[config.mk]
export PLATFORM = sky130hd
export DESIGN_NAME = led_pattern_sequencer
export DESIGN_NICKNAME = d
export VERILOG_FILES = /design/src/rtl/led_pattern_sequencer.sv
export SDC_FILE = /design/constraint.sdc
export NUM_CORES = 1
export LEC_CHECK = 0
export CAP_MARGIN = 20
export CORE_AREA = 10 10 115 96
export CTS_BUF_LIST = sky130_fd_sc_hd__clkbuf_8
export DETAILED_ROUTE_END_ITERATION = 7
export DIE_AREA = 0 0 125 106
export HOLD_SLACK_MARGIN = 0.05
export PLACE_DENSITY_LB_ADDON = 0.2
export SYNTH_ARGS = -nofsm -noshare
export SYNTH_HDL_FRONTEND = slang
export SYNTH_SLANG_ARGS = --single-unit
[constraint.sdc]
create_clock -name clk -period 7.6 [get_ports clk]
set_input_delay 1.52 -clock clk [delete_from_list [all_inputs] [get_ports clk]]
set_output_delay 1.52 -clock clk [all_outputs]
set_load 0.02 [all_outputs]
[src/rtl/led_pattern_sequencer.sv]
// Sequenced playback of the LED pattern memory: start/stop, address window,
// per-step dwell time and one-shot / loop / ping-pong modes.
module led_pattern_sequencer #(
  parameter int ADDR_W  = 5,
  parameter int DATA_W  = 5,
  parameter int DWELL_W = 8
) (
  input  logic              clk,
  input  logic              resetn,
  input  logic              start,
  input  logic              stop,
  input  logic [1:0]        mode,
  input  logic [ADDR_W-1:0] first_addr,
  input  logic [ADDR_W-1:0] last_addr,
  input  logic [DWELL_W-1:0] dwell,
  output logic [ADDR_W-1:0] mem_addr,
  input  logic [DATA_W-1:0] mem_rdata,
  output logic [DATA_W-1:0] leds,
  output logic              busy,
  output logic              done
);

  typedef enum logic [1:0] {IDLE, FETCH, LATCH, HOLD} state_t;

  localparam logic [ADDR_W-1:0]  AONE = ADDR_W'(1);
  localparam logic [DWELL_W-1:0] DONE_ = DWELL_W'(1);

  state_t             state, state_n;
  logic [1:0]         cfg_mode;
  logic [ADDR_W-1:0]  cfg_first, cfg_last;
  logic [DWELL_W-1:0] cfg_dwell;
  logic [DWELL_W-1:0] cnt, cnt_n;
  logic [ADDR_W-1:0]  addr_n;
  logic [DATA_W-1:0]  leds_n;
  logic               dir_up, dir_up_n;
  logic               done_n;
  logic               start_ok;

  assign start_ok = start && !stop && (first_addr <= last_addr);

  always_comb begin
    state_n  = state;
    addr_n   = mem_addr;
    leds_n   = leds;
    dir_up_n = dir_up;
    cnt_n    = cnt;
    done_n   = 1'b0;
    if (stop && state != IDLE) begin
      state_n = IDLE;
    end else if (start_ok) begin
      addr_n   = first_addr;
      dir_up_n = 1'b1;
      state_n  = FETCH;
    end else begin
      unique case (state)
        IDLE:  state_n = IDLE;
        FETCH: state_n = LATCH;
        LATCH: begin
          leds_n  = mem_rdata;
          cnt_n   = cfg_dwell;
          state_n = HOLD;
        end
        HOLD: begin
          if (cnt != '0) begin
            cnt_n = cnt - DONE_;
          end else if (cfg_mode == 2'b00) begin
            if (mem_addr == cfg_last) begin
              state_n = IDLE;
              done_n  = 1'b1;
            end else begin
              addr_n  = mem_addr + AONE;
              state_n = FETCH;
            end
          end else if (cfg_mode == 2'b10) begin
            // Endpoints turn the direction and step away immediately so they
            // are never shown twice in a row; a one-entry window just repeats.
            state_n = FETCH;
            if (cfg_first == cfg_last) begin
              addr_n = mem_addr;
            end else if (dir_up) begin
              if (mem_addr == cfg_last) begin
                dir_up_n = 1'b0;
                addr_n   = mem_addr - AONE;
              end else begin
                addr_n = mem_addr + AONE;
              end
            end else begin
              if (mem_addr == cfg_first) begin
                dir_up_n = 1'b1;
                addr_n   = mem_addr + AONE;
              end else begin
                addr_n = mem_addr - AONE;
              end
            end
          end else begin
            state_n = FETCH;
            addr_n  = (mem_addr == cfg_last) ? cfg_first : mem_addr + AONE;
          end
        end
        default: state_n = IDLE;
      endcase
    end
  end

  always_ff @(posedge clk or negedge resetn) begin
    if (!resetn) begin
      state     <= IDLE;
      mem_addr  <= '0;
      leds      <= '0;
      dir_up    <= 1'b1;
      cnt       <= '0;
      busy      <= 1'b0;
      done      <= 1'b0;
      cfg_mode  <= '0;
      cfg_first <= '0;
      cfg_last  <= '0;
      cfg_dwell <= '0;
    end else begin
      state    <= state_n;
      mem_addr <= addr_n;
      leds     <= leds_n;
      dir_up   <= dir_up_n;
      cnt      <= cnt_n;
      busy     <= (state_n != IDLE);
      done     <= done_n;
      if (start_ok) begin
        cfg_mode  <= mode;
        cfg_first <= first_addr;
        cfg_last  <= last_addr;
        cfg_dwell <= dwell;
      end
    end
  end

endmodule
Yosys cells after proc, flatten, opt, wreduce, memory -nomap -nowiden. Index checks and enable logic that the tools add are counted.

Register bits: 43. Bits of input ports: 29. Output and inout bits: 12.

Add/subtract/negate cells: 3. Magnitude comparators: 1. Equality and inequality tests: 13. Mux-type cells: 34. Bitwise operators: 2. Reduce and logical (&&, ||, !) cells: 16.

Operators with widths (count): $mux W5 (11); $mux W1 (16); $pmux W8 S2 (1); $eq A5 B5 Y1 (3); $reduce_bool A2 Y1 (5); $mux W2 (4); $mux W8 (1); $ne A2 B2 Y1 const B (4); $pmux W2 S4 (1); $reduce_bool A8 Y1 (1); $sub A8 B1 Y8 const B (1); $eq A2 B2 Y1 const B (3); $reduce_and A6 Y1 (1); $add A5 B1 Y5 const B (1); $le A5 B5 Y1 (1); $reduce_and A5 Y1 (1); $sub A5 B1 Y5 const B (1); $logic_not A2 Y1 (2); $ne A4 B4 Y1 const B (1); $reduce_and A4 Y1 (1); $logic_and A1 B1 Y1 (3); $ne A3 B3 Y1 const B (1); $reduce_and A3 Y1 (1); $eq A2 B1 Y1 const B (1); other kinds (2) (3).

Longest topological paths before layout.
Depth in word-level cells: 9. Depth in mapped cells: 10. Mapped depth without buffers: 9.

Worst setup path after synthesis. Ideal clock, no wire load.

Path kind: input-to-reg. From: input last_addr[4]. To: register leds[0]. Library setup time: 0.125 ns. Arrival: 3.424 ns. Data required time: 7.475 ns. Setup slack: 4.052 ns. Stages: 8. Buffers on the path: 0. Path through: inv_1 -> ha_1 -> nand3_1 -> or2_2 -> a211o_1 -> a31oi_1 -> nor3_1 -> mux2_2.

Cells in the longest elaborated chain, start to end: 4.

Ends and longest elaborated chain: from (decl) (line 14) `input logic [ADDR_W-1:0] last_addr,`; $le A5 B5 Y1 (line 39) `assign start_ok = start && !stop && (first_addr <= last_addr);`; $logic_and A1 B1 Y1 (line 39); $not A1 Y1 (no line); $reduce_and A3 Y1 (no line); to (signal assigned) (line 121) `leds <= leds_n;`; to (decl) (line 18) `output logic [DATA_W-1:0] leds,`.

Every way passes these cells. A chain may end at the register's enable or synchronous reset.

Worst setup path after layout.
From: input first_addr[3]. To: register leds[1].

Cells in the longest elaborated chain, start to end: 4.

Ends and longest elaborated chain: from (decl) (line 13) `input logic [ADDR_W-1:0] first_addr,`; $le A5 B5 Y1 (line 39); $logic_and A1 B1 Y1 (line 39); $not A1 Y1 (no line); $reduce_and A3 Y1 (no line).

Every way passes these cells.

==> results.sh <==
export IMPL_status="finished clean"
export IMPL_slew_violations=0
export IMPL_globalRouteTotalUtil=0.1069
export IMPL_final_period_utilization=0.5468
export IMPL_synth_edf_count=0
export IMPL_cp_slowest_stage_delay_ns=0.83
export IMPL_finalSetupViolCount=0
export IMPL_cts_repair_resized=0
export IMPL_synthesis_area_um2=2561
export IMPL_areaGrowthSynthToFinish_pct=23.25
export IMPL_multi_input_area_um2=1384
export IMPL_placementRows=31
export IMPL_max_vdd_ir_drop_v=0.00008776
export IMPL_cts_made_buffers=5
export IMPL_antenna_cells=0
export IMPL_ys_top_cells_by_count="nand2_1 (63), dfrtp_1 (42), o21ai_0 (23), nand3_1 (18)"
export IMPL_setup_worst_path_start_class="input port"
export IMPL_drive_above_1_share=0.07808
export IMPL_cts_num_sinks=43
export IMPL_criticalPathCategory="in -> reg"
export IMPL_rsz0062_at_grt="false"
export IMPL_critical_path_required_ns=7.79
export IMPL_combinationalPowerShare=0.386
export IMPL_post_synth_inst_count=297
export IMPL_ys_seq_area_frac=0.4206
export IMPL_p_leak_nw=1.319
export IMPL_post_cts_buffers=0
export IMPL_dieArea_um2=13250
export IMPL_stdcell_area_um2=3157
export IMPL_grt_max_degree=44
export IMPL_fp_coreArea_um2=8843
export IMPL_yosysUniqueCellTypes=51
export IMPL_sw_frac_of_total=0.3876
export IMPL_fraction_of_synthesis_flops_using_an_asynchronous_set_or_reset_pin=1.000
export IMPL_clock_tree_from_tritoncts="built"
export IMPL_number_of_violations_reported_at_the_end_of_detailed_routing_iteration_0=134
export IMPL_grt_overflow_total=0
export IMPL_switching_power_mw=0.3436
export IMPL_preCtsSetupSlack_ns=3.101
export IMPL_io_pins=41
export IMPL_most_numerous_cell_in_the_yosys_netlist="nand2_1"
export IMPL_worstHoldPathType="reg -> reg"
export IMPL_num_nets_final=369
export IMPL_register_area_um2=1077
export IMPL_timing_setup_tns_ns=0
export IMPL_timing_critical_path_to_type="flip-flop"
export IMPL_clock_root_cell="clkbuf_8"
export IMPL_cp_slowest_cell="nor3_1"
export IMPL_wirelength_um=6945
export IMPL_clock_latency_of_the_later_clocked_register_in_the_worst_skew_pair_ns=0.30
export IMPL_timing_final_ws_setup_ns=3.444
export IMPL_synth_top_cell_area_share=0.4104
export IMPL_firstDrtPassIters=4
export IMPL_dpl_cell_area_um2=3060
export IMPL_maxCapViolCount=0
export IMPL_num_vias=2184
export IMPL_final_setup_skew_ns=0.01016
export IMPL_detailed_place_hpwl_um=5168
export IMPL_ys_seq_elements=43
export IMPL_power_per_cell_area_nw_per_um2=280.9
export IMPL_post_route_min_period_ns=4.156
export IMPL_worst_pin_slew_ns=1.050
export IMPL_worstPathCellList="clkdlybuf4s50_1 > ha_1 > nand2_1 > o21ai_0 > a31oi_2 > buf_4 > nor3_1 > mux2_2"
export IMPL_timing_slew_headroom=0.2943
export IMPL_arrival_ns=4.35
export IMPL_wl_per_cell_um=15.50
export IMPL_number_of_port_buffers=40
export IMPL_post_synth_top_area_cell="dfrtp_1"
export IMPL_number_of_filler_cells_placed_in_the_layout=922
export IMPL_timing_critical_path_fanout_max=27
export IMPL_die_height_um=106
export IMPL_grt_pass1_vias=2246
export IMPL_cts_clk_slew_worst_paths_ns=0.08
export IMPL_gp_routability_congestion=0.8036
export IMPL_htree_levels=2
export IMPL_antenna_found_initial=0
export IMPL_initial_utilization=0.2896
export IMPL_via_per_instance_ratio=4.875
export IMPL_post_synth_main_area_contributors="dfrtp_1 (41%), nand2_1 (9.2%), xnor2_1 (4.8%)"
export IMPL_clock_tree_buffer_depth=2
export IMPL_dieWidth_um=125
export IMPL_route_detailed_drc=0
export IMPL_sequentialPowerShare=0.434
export IMPL_synth_flop_cell="dfrtp_1"
export IMPL_clockPowerShare=0.180
export IMPL_fmax_ghz=0.2406
export IMPL_internal_power_mw=0.5430
export IMPL_ys_warn_count=0
export IMPL_syn_num_nets=334
export IMPL_grt_first_pass_wirelength_um=11920
export IMPL_antenna_violating_nets_post_route=0
export IMPL_holdBufCountCts=0
export IMPL_syn_area_per_cell_um2=8.624
export IMPL_hold_viol_final=0
-- per-stage QoR --
step	total power [mW]	utilization	hold WS, ns	std cells
after floorplan	0.6030	-	0.4453	297
after global placement	0.7307	0.3461	0.4676	440
after detailed placement	0.7320	0.3461	0.4686	440
after CTS	0.8961	0.3570	0.4919	448
after global routing	0.9619	0.3570	0.5082	448
final	0.8867	0.3570	0.4821	448
-- sequential cells by signal, summed over array words and instances (netlist names) --
name and count:
busy 1, cfg_dwell 8, cfg_first 5, cfg_last 5
cfg_mode 2, cnt 8, dir_up 1, done 1
leds 5, mem_addr 5, state 2
-- critical path: cells and delay by family --
family          cells  cell delay, ns
simple gates        2            0.89
buf+inv             2            0.75
mux                 1            0.42
compound gates      2            0.41
fa+ha+maj           1            0.34
-- path summary, 6_finish.rpt --
kind                               startpoint            to  slack [ns]  depth (start not counted)
worst max-delay path            first_addr[3]       leds[1]        3.44                          8
worst min-delay path             cfg_dwell[4]  cfg_dwell[4]        0.48                          2
worst max register to register         cnt[0]   mem_addr[3]        4.84                          9
worst min register to register   cfg_dwell[4]  cfg_dwell[4]        0.48                          2
max in group asynchronous              resetn   mem_addr[3]        5.66                          1
min in group asynchronous              resetn  cfg_dwell[7]        1.36                          1
-- routing by layer --
metal	part of all wire	wire length, um	up-vias	GRT usage
met5	0	0	-	0
met2	0.42	2913	49	0.1477
met1	0.52	3601	1031	0.1579
met4	0.0063	44	0	0.03284
met3	0.055	385	2	0.02532
li1	-	-	1102	-
-- cell families (layout without fill, tap and decap cells) --
kind of cell    after synthesis  in the layout  synth area share
simple gates                125            125            0.2316
buf+inv                      27             63           0.04152
flops                        43             43            0.4206
compound gates               66             66            0.1651
xor+xnor                     20             20           0.06839
mux                           8              8           0.03371
fa+ha+maj                     8              8           0.03908
-- power groups by stage --
stage	combinational [mW]	sequential [mW]	clock [mW]
6_report	0.342	0.385	0.160
5_1_grt	0.385	0.399	0.178
4_1_cts	0.346	0.385	0.166
3_5_place_dp	0.343	0.389	0
3_3_place_gp	0.343	0.388	0
2_1_floorplan	0.223	0.380	0
-- layout make-up --
type                            count  share of cell area
Inverter                           14             0.01665
Tap cell                          115             0.04558
Multi-Input combinational cell    227              0.4384
Clock inverter                      2            0.004360
Clock buffer                        6             0.02616
Sequential cell                    43              0.3413
Timing Repair Buffer               41              0.1276
-- layout by cell type, fill, tap and decap left out, types with 3 or more instances in the layout --
cell	netlist	routed
nand2_1	63	63
xnor2_1	14	14
mux2_2	5	5
nand3_1	18	18
nor2_1	9	9
ha_1	8	8
clkdlybuf4s50_1	0	39
dfrtp_1	42	42
xor2_1	6	6
nor4_1	3	3
o21ai_0	23	23
mux2i_1	3	3
nor3_1	12	12
inv_1	14	14
nor3b_1	3	3
clkbuf_8	0	6
a21oi_1	13	13
a22oi_1	4	4
(Power assumes the default switching activity.)
